==> config.mk <==
export PLATFORM = sky130hd
export DESIGN_NAME = ws2812_stream_tx
export DESIGN_NICKNAME = d
export VERILOG_FILES = /design/src/rtl/ws2812_stream_tx.sv
export SDC_FILE = /design/constraint.sdc
export NUM_CORES = 1
export LEC_CHECK = 0
export BUFFER_PORTS_ARGS = -buffer_cell sky130_fd_sc_hd__clkbuf_2
export CAP_MARGIN = 15
export CORE_MARGIN = 5
export CORE_UTILIZATION = 50
export CTS_CLUSTER_SIZE = 28
export DETAILED_ROUTE_END_ITERATION = 6
export PLACE_DENSITY_LB_ADDON = 0.08
export RECOVER_POWER = 25
export SYNTH_ARGS = -nofsm -noshare
export SYNTH_HDL_FRONTEND = slang
export SYNTH_SLANG_ARGS = --single-unit
==> constraint.sdc <==
create_clock -name clk -period 2.1 [get_ports clk]
set_input_delay 0.21 -clock clk [delete_from_list [all_inputs] [get_ports clk]]
set_output_delay 0.21 -clock clk [all_outputs]
set_load 0.01 [all_outputs]
==> src/rtl/ws2812_stream_tx.sv <==
// WS2812 return-to-zero serialiser: streams BITS-wide pixel words MSB first,
// chaining up to N_LEDS pixels seamlessly, then holds the latch gap low.
module ws2812_stream_tx #(
   parameter int T_BIT   = 60,
   parameter int T0H     = 20,
   parameter int T1H     = 40,
   parameter int BITS    = 24,
   parameter int N_LEDS  = 8,
   parameter int T_RESET = 2500,
   parameter int INVERT  = 0
) (
   input  logic            clk,
   input  logic            rst,
   input  logic [BITS-1:0] s_data,
   input  logic            s_valid,
   output logic            s_ready,
   output logic            dout,
   output logic            busy,
   output logic            frame_done,
   output logic            underrun
);

   localparam int CNT_W = $clog2(T_BIT);
   localparam int BIT_W = (BITS > 1) ? $clog2(BITS) : 1;
   localparam int PIX_W = (N_LEDS > 1) ? $clog2(N_LEDS) : 1;
   localparam int LAT_W = (T_RESET > 1) ? $clog2(T_RESET) : 1;

   localparam logic [CNT_W-1:0] CNT_LAST = CNT_W'(T_BIT - 1);
   localparam logic [CNT_W-1:0] T0H_C    = CNT_W'(T0H);
   localparam logic [CNT_W-1:0] T1H_C    = CNT_W'(T1H);
   localparam logic [BIT_W-1:0] BIT_LAST = BIT_W'(BITS - 1);
   localparam logic [PIX_W-1:0] PIX_LAST = PIX_W'(N_LEDS - 1);
   localparam logic [LAT_W-1:0] LAT_LAST = LAT_W'(T_RESET - 1);
   localparam logic             INV_C    = (INVERT != 0) ? 1'b1 : 1'b0;

   generate
      if (!(T0H > 0 && T0H < T1H && T1H < T_BIT && T_RESET >= 1 && N_LEDS >= 1 && BITS >= 1))
      begin : g_bad_params
         $error("ws2812_stream_tx: illegal timing parameters");
      end
   endgenerate

   typedef enum logic [1:0] {IDLE = 2'd0, SEND = 2'd1, LATCH = 2'd2} state_t;

   state_t            state_r, nxt_state_s;
   logic [BITS-1:0]   shift_r, nxt_shift_s;
   logic [CNT_W-1:0]  cnt_r, nxt_cnt_s;
   logic [BIT_W-1:0]  bit_r, nxt_bit_s;
   logic [PIX_W-1:0]  pix_r, nxt_pix_s;
   logic [LAT_W-1:0]  lat_r, nxt_lat_s;
   logic              s_ready_r, dout_r, busy_r, frame_done_r, underrun_r;
   logic              accept_s, ready_s, line_s, frame_done_s, underrun_s;

   assign accept_s   = s_valid & s_ready_r;
   assign s_ready    = s_ready_r;
   assign dout       = dout_r;
   assign busy       = busy_r;
   assign frame_done = frame_done_r;
   assign underrun   = underrun_r;

   // Next-state decode; outputs are then registered from the next-state values
   always_comb begin
      nxt_state_s  = state_r;
      nxt_shift_s  = shift_r;
      nxt_cnt_s    = cnt_r;
      nxt_bit_s    = bit_r;
      nxt_pix_s    = pix_r;
      nxt_lat_s    = lat_r;
      frame_done_s = 1'b0;
      underrun_s   = 1'b0;
      case (state_r)
         IDLE: begin
            if (accept_s) begin
               nxt_state_s = SEND;
               nxt_shift_s = s_data;
               nxt_cnt_s   = '0;
               nxt_bit_s   = '0;
               nxt_pix_s   = '0;
            end else begin
               nxt_state_s = IDLE;
            end
         end
         SEND: begin
            if (cnt_r != CNT_LAST) begin
               nxt_cnt_s = cnt_r + CNT_W'(1);
            end else if (bit_r != BIT_LAST) begin
               nxt_cnt_s   = '0;
               nxt_bit_s   = bit_r + BIT_W'(1);
               nxt_shift_s = shift_r << 1;
            end else if (accept_s) begin
               // seamless chaining: next pixel's first bit starts next cycle
               nxt_shift_s = s_data;
               nxt_cnt_s   = '0;
               nxt_bit_s   = '0;
               nxt_pix_s   = pix_r + PIX_W'(1);
            end else begin
               nxt_state_s = LATCH;
               nxt_cnt_s   = '0;
               nxt_bit_s   = '0;
               nxt_lat_s   = '0;
               underrun_s  = (pix_r != PIX_LAST);
            end
         end
         LATCH: begin
            if (lat_r == LAT_LAST) begin
               nxt_state_s  = IDLE;
               nxt_lat_s    = '0;
               frame_done_s = 1'b1;
            end else begin
               nxt_lat_s = lat_r + LAT_W'(1);
            end
         end
         default: begin
            nxt_state_s = IDLE;
         end
      endcase
      ready_s = (nxt_state_s == IDLE) ||
                ((nxt_state_s == SEND) && (nxt_cnt_s == CNT_LAST) &&
                 (nxt_bit_s == BIT_LAST) && (nxt_pix_s < PIX_LAST));
      line_s  = (nxt_state_s == SEND) &&
                (nxt_shift_s[BITS-1] ? (nxt_cnt_s < T1H_C) : (nxt_cnt_s < T0H_C));
   end

   // State, counters and registered outputs with synchronous reset
   always_ff @(posedge clk) begin
      if (rst) begin
         state_r      <= IDLE;
         shift_r      <= '0;
         cnt_r        <= '0;
         bit_r        <= '0;
         pix_r        <= '0;
         lat_r        <= '0;
         s_ready_r    <= 1'b0;
         dout_r       <= INV_C;
         busy_r       <= 1'b0;
         frame_done_r <= 1'b0;
         underrun_r   <= 1'b0;
      end else begin
         state_r      <= nxt_state_s;
         shift_r      <= nxt_shift_s;
         cnt_r        <= nxt_cnt_s;
         bit_r        <= nxt_bit_s;
         pix_r        <= nxt_pix_s;
         lat_r        <= nxt_lat_s;
         s_ready_r    <= ready_s;
         dout_r       <= line_s ^ INV_C;
         busy_r       <= (nxt_state_s != IDLE);
         frame_done_r <= frame_done_s;
         underrun_r   <= underrun_s;
      end
   end

endmodule
# [Word level (Yosys, flattened, before mapping)]
# Cells that the tools add are included.
[word_totals] register_bits=57 latch_bits=0 ramBits=0 romBits=0 in_bits=27 elab_cells=77 memories=0
[classes] addsub=4 multipliers=0 n_div=0 magnitude_cmp=3 n_eq_ne=12 n_shift=0 muxes=29 bitwise=3 n_reduce_logical=14
[op_table] op="two-way mux 24 bit" n=3
[op_table] op="two-way mux 12 bit" n=4
[op_table] op="one-hot mux 24 bit (2 select lines)" n=1
[op_table] op="one-hot mux 12 bit (2 select lines)" n=1
[op_table] op="two-way mux 5 bit" n=3
[op_table] op="adder 12 x 1 -> 12 bit (second input constant)" n=1
[op_table] op="equality test 12 bit (second input constant)" n=1
[op_table] op="two-way mux 3 bit" n=4
[op_table] op="two-way mux 6 bit" n=2
[op_table] op="one-hot mux 6 bit (2 select lines)" n=1
[op_table] op="one-hot mux 5 bit (2 select lines)" n=1
[op_table] op="two-way mux 2 bit" n=4
[op_table] op="adder 6 x 1 -> 6 bit (second input constant)" n=1
[op_table] op="equality test 6 bit (second input constant)" n=1
[op_table] op="< comparator 6 x 5 -> 1 bit (second input constant)" n=1
[op_table] op="< comparator 6 bit (second input constant)" n=1
[op_table] op="inequality test 2 bit (second input constant)" n=3
[op_table] op="inequality test 6 bit (second input constant)" n=1
[op_table] op="one-hot mux 2 bit (3 select lines)" n=1
[op_table] op="one-hot mux 3 bit (2 select lines)" n=1
[op_table] op="nonzero test 2 bit" n=3
[op_table] op="adder 5 x 1 -> 5 bit (second input constant)" n=1
[op_table] op="equality test 5 bit (second input constant)" n=1
[op_table] op="inequality test 5 bit (second input constant)" n=1
[op_table] op="other kinds (15)" n=23

# [Depth between registers and ports, before layout]
[depth] word_depth=10 mapped_depth=8

# [Worst setup path before layout]
# No wires, ideal clock.
[synth_timing] path_type="register to register" startpoint="reg s_ready_r, in the netlist s_ready" endpoint="reg s_ready_r, in the netlist s_ready" setup_ns=0.116 arrival_time_ns=2.087 t_required_ns=1.984 path_slack_ns=-0.102 path_stages_with_launch=8 cell_sequence="dfxtp_1 -> nand2_1 -> clkbuf_1 -> clkbuf_1 -> ha_1 -> o311ai_0 -> o211ai_1 -> a31o_1"
[synth_via] elab_chain_cells=10
[synth_lines] item="from (decl)" line="51" text="logic s_ready_r, dout_r, busy_r, frame_done_r, underrun_r;"
[synth_lines] item="from (signal assigned)" line="145" text="s_ready_r <= ready_s;"
[synth_lines] item="AND 1 bit (*)" line="54" text="assign accept_s = s_valid & s_ready_r;"
[synth_lines] item="branches (longest 8 deep; another with < comparator 3 bit)"
[synth_lines] item="logical OR 1 bit (*)" line="117" text="ready_s = (nxt_state_s == IDLE) ||"
# Mark *: on every way between the ends.
# A chain may end at the register's enable or synchronous reset.

# [Worst setup path after layout]
[layout_timing] startpoint="reg cnt_r[0]" endpoint="reg s_ready_r, in the netlist s_ready"
[layout_via] elab_chain_cells=8
[layout_lines] item="from (decl)" line="47" text="logic [CNT_W-1:0] cnt_r, nxt_cnt_s;"
[layout_lines] item="from (signal assigned)" line="141" text="cnt_r <= nxt_cnt_s;"
[layout_lines] item="adder 6 x 1 -> 6 bit / inequality test 6 bit (equally long branches)" line="85, 84"
[layout_lines] item="two-way mux 6 bit / two-way mux 2 bit (equally long branches)" line="84" text="if (cnt_r != CNT_LAST) begin"
[layout_lines] item="one-hot mux 6 bit (2 select lines) / one-hot mux 2 bit (3 select lines) (equally long branches)" line="71" text="case (state_r)"
[layout_lines] item="equality test 6 bit / equality test 2 x 1 -> 1 bit (equally long branches)" line="118" text="((nxt_state_s == SEND) && (nxt_cnt_s == CNT_LAST) &&"
[layout_lines] item="logical AND 1 bit (2 in series)" line="118"
[layout_lines] item="logical AND 1 bit" line="119" text="(nxt_bit_s == BIT_LAST) && (nxt_pix_s < PIX_LAST));"
[layout_lines] item="logical OR 1 bit (*)" line="117"
# Every way passes the cells marked *; elsewhere a longest branch is shown, timed or not.

==> flow_summary_export.csv <==
group,metric,value,unit
timing,timing.final.max_slew_violations,0,
worst_setup_path,arrival,2.27,ns
logic_synthesis,synth_top_cell_area_share,0.392,
finish,syn_to_final_growth,18.8,%
global_routing,grt_use_total,0.193,
worst_setup_path,required,2.32,ns
place,dp_hpwl,4.55,mm
finish,finish.utilization,0.621,
finish,fillers,498,
clocking,insertion_delay,0.33,ns
worst_hold_path,min_path_type,"in -> reg",
logic_synthesis,synth_warnings,0,
timing,fmax,488,MHz
finish,final_layout_size_suffix_gt1_frac,0.249,
finish,num-nets-final,394,
timing,finalHoldViolations,0,
timing,fin_skew,0.00624,ns
logic_synthesis,ys_ff_latch,57,
floorplanning,rows,27,
worst_setup_path,critPathKind,"reg -> reg",
floorplanning,start_util,0.523,
clocking,clock-root-buffer,"clkbuf_8",
place,gp_congestion,0.856,
global_routing,grt_max_degree,32,
place,io_buffer_count,31,
clocking,clk_pin_slew_worst_paths,0.07,ns
worst_setup_path,r2r_setup_slack,0.05,ns
finish,n_antenna_cell,0,
clocking,clk_path_buf_depth,2,
logic_synthesis,syn_area_per_cell,8.91,µm²
job,cap_violations,0,
logic_synthesis,yosysSeqAreaShare,0.392,
power,p_per_area,720,nW/µm²
floorplanning,die_y,86.3,µm
timing,fin_crit,2.05,ns
power,ir_drop,478,µV
route,dr_total_vias,2616,
global_routing,antenna_found_initial,0,
global_routing,grt_pass1_wl,11.7,mm
clocking,cts-htree-levels,3,
clocking,cts_tree,"done",
logic_synthesis,netlist_top_cells_area,"dfxtp_1 39%, mux2_2 8.9%, a222oi_1 7.9%",
power,p_leak,1.39,nW
timing,whs,0.189,ns
timing,slew_headroom,0.532,
floorplanning,io_pins,32,
outcome,status,"completed",
timing,finalSetupTns,0,ns
logic_synthesis,ys_async_sr_fraction,0,
global_routing,grt_pass1_vias,2603,
route,drt_iter0_markers,210,
floorplanning,core,5570,µm²
global_routing,overflow,0,
power,total_power,2.49,mW
logic_synthesis,syn-cell-area,2910,µm²
route,vias_per_cell,5.97,
worst_setup_path,crit_path_max_fanout,8,
worst_setup_path,start_kind,"flip-flop",
clocking,numCtsBuffers,9,
logic_synthesis,synth_top_area_cell,"dfxtp_1",
logic_synthesis,synthCells,327,
timing,tightest_slew,0.702,ns
clocking,cts.sinks,57,
floorplanning,die-area,7450,µm²
logic_synthesis,synth_nets,360,
route,avgRoutedWirePerCell,15.6,µm
route,drt_wl_total,6.83,mm
logic_synthesis,synth-main-ff-cell,"dfxtp_1",
logic_synthesis,synth.distinct_cells,50,
timing,setup_violations,0,
clocking,cts_hold_buf,0,
logic_synthesis,synth_edf_count,0,
route,drcViolationCount,0,
timing,fin_crit_sh,0.977,
route,ant_nets,0,
worst_setup_path,end_kind,"flip-flop",
floorplanning,die_w,86.3,µm
route,dr.pass1.iters,6,
-- placed cells by master (no fill, tap or decap), types with 8 or more instances in the layout --
master and n:
a21oi_1 12, nor2_1 50, nor2b_1 8, clkbuf_2 26
nor3_1 15, clkbuf_8 12, o21ai_0 10, nand2_1 13
buf_4 9, a222oi_1 23, nand3_1 9, mux2_2 23
dfxtp_1 55
-- timing repair --
item | CTS | global route
endpoints found under the setup margin | 2 | 33
hold endpoints to repair | 0 | 0
gates cloned | 0 | 0
resized for setup | 2 | 9
buffers inserted | 0 | 1
pin swaps | 0 | 2
-- critical path, cell delays in order (launching register included) --
cell     delay [ns]
dfxtp_2        0.34
ha_1           0.22
and4b_2        0.29
buf_4          0.16
buf_4          0.13
and3_1         0.17
a221o_1        0.30
nand3_1        0.09
nor3_1         0.05
a31o_1         0.20
-- worst paths after layout --
kind	startpoint	to	depth (start not counted)
min reg2reg	lat_r[4]	lat_r[4]	2
max	cnt_r[0]	s_ready	9
max reg2reg	cnt_r[0]	s_ready	9
min	s_data[0]	shift_r[0]	3
-- registers in the layout (all words and copies together) (netlist names) --
signal	cells
s_ready	1
pix_r	3
state_r	2
shift_r	24
bit_r	5
lat_r	12
dout	1
frame_done	1
underrun	1
busy	1
cnt_r	6
-- cells in the mapped netlist, types with 4 or more instances --
master and count:
nand4_1 6, clkbuf_1 14, ha_1 6, and3_1 7, nand3_1 9, nor2b_1 8, o21ai_0 10, mux2_2 23
a222oi_1 23, buf_2 7, nand2_1 14, nand2b_1 5, dfxtp_1 57, mux2i_1 5, a21oi_1 13, inv_1 4
nor3_1 15, nor2_1 51, xor2_1 5
-- cell families (layout without fill, tap and decap cells) --
kind of cell | count (synthesis) | in the layout | share of synthesized area
AO/OA/AOI/OAI | 71 | 71 | 0.190
XOR/XNOR | 5 | 5 | 0.0150
adder cells (fa/ha/maj) | 6 | 6 | 0.0258
buffers and inverters | 27 | 66 | 0.0416
flip-flops | 57 | 57 | 0.392
multiplexers | 28 | 28 | 0.106
AND/OR/NAND/NOR | 133 | 133 | 0.230
-- stage by stage --
step | cells | setup WS, ns | area, µm²
after floorplan | 327 | 0.0145 | 2920
after global placement | 421 | 0.0357 | 3220
after detailed placement | 421 | -0.0185 | 3220
after CTS | 437 | 0.0153 | 3440
after global routing | 438 | -0.0108 | 3460
final | 438 | 0.0493 | 3460
-- routing by layer --
metal / vias up / part of all wire / track usage
li1: 1309 / - / -
met2: 59 / 0.47 / 0.303
met3: 8 / 0.046 / 0.0646
met1: 1240 / 0.47 / 0.241
met5: - / 0 / 0
met4: 0 / 0.014 / 0.0822
-- cell type report --
class,instances,area [µm²],area share
multi-input cells,243,1680,0.485
flip-flops and latches,57,1140,0.330
repair buffers,46,320,0.0926
clock buffers,12,165,0.0477
well taps,72,90.1,0.0260
clock inverters,4,48.8,0.0141
inverters,4,15.0,0.00434
-- power breakdown --
part / leakage [nW] / internal, mW / switching (mW)
clock network: 0.113 / 0.645 / 0.444
registers: 0.463 / 1.12 / 0.0275
logic: 0.816 / 0.132 / 0.126
total: 1.39 / 1.89 / 0.598
(Power assumes the default switching activity.)
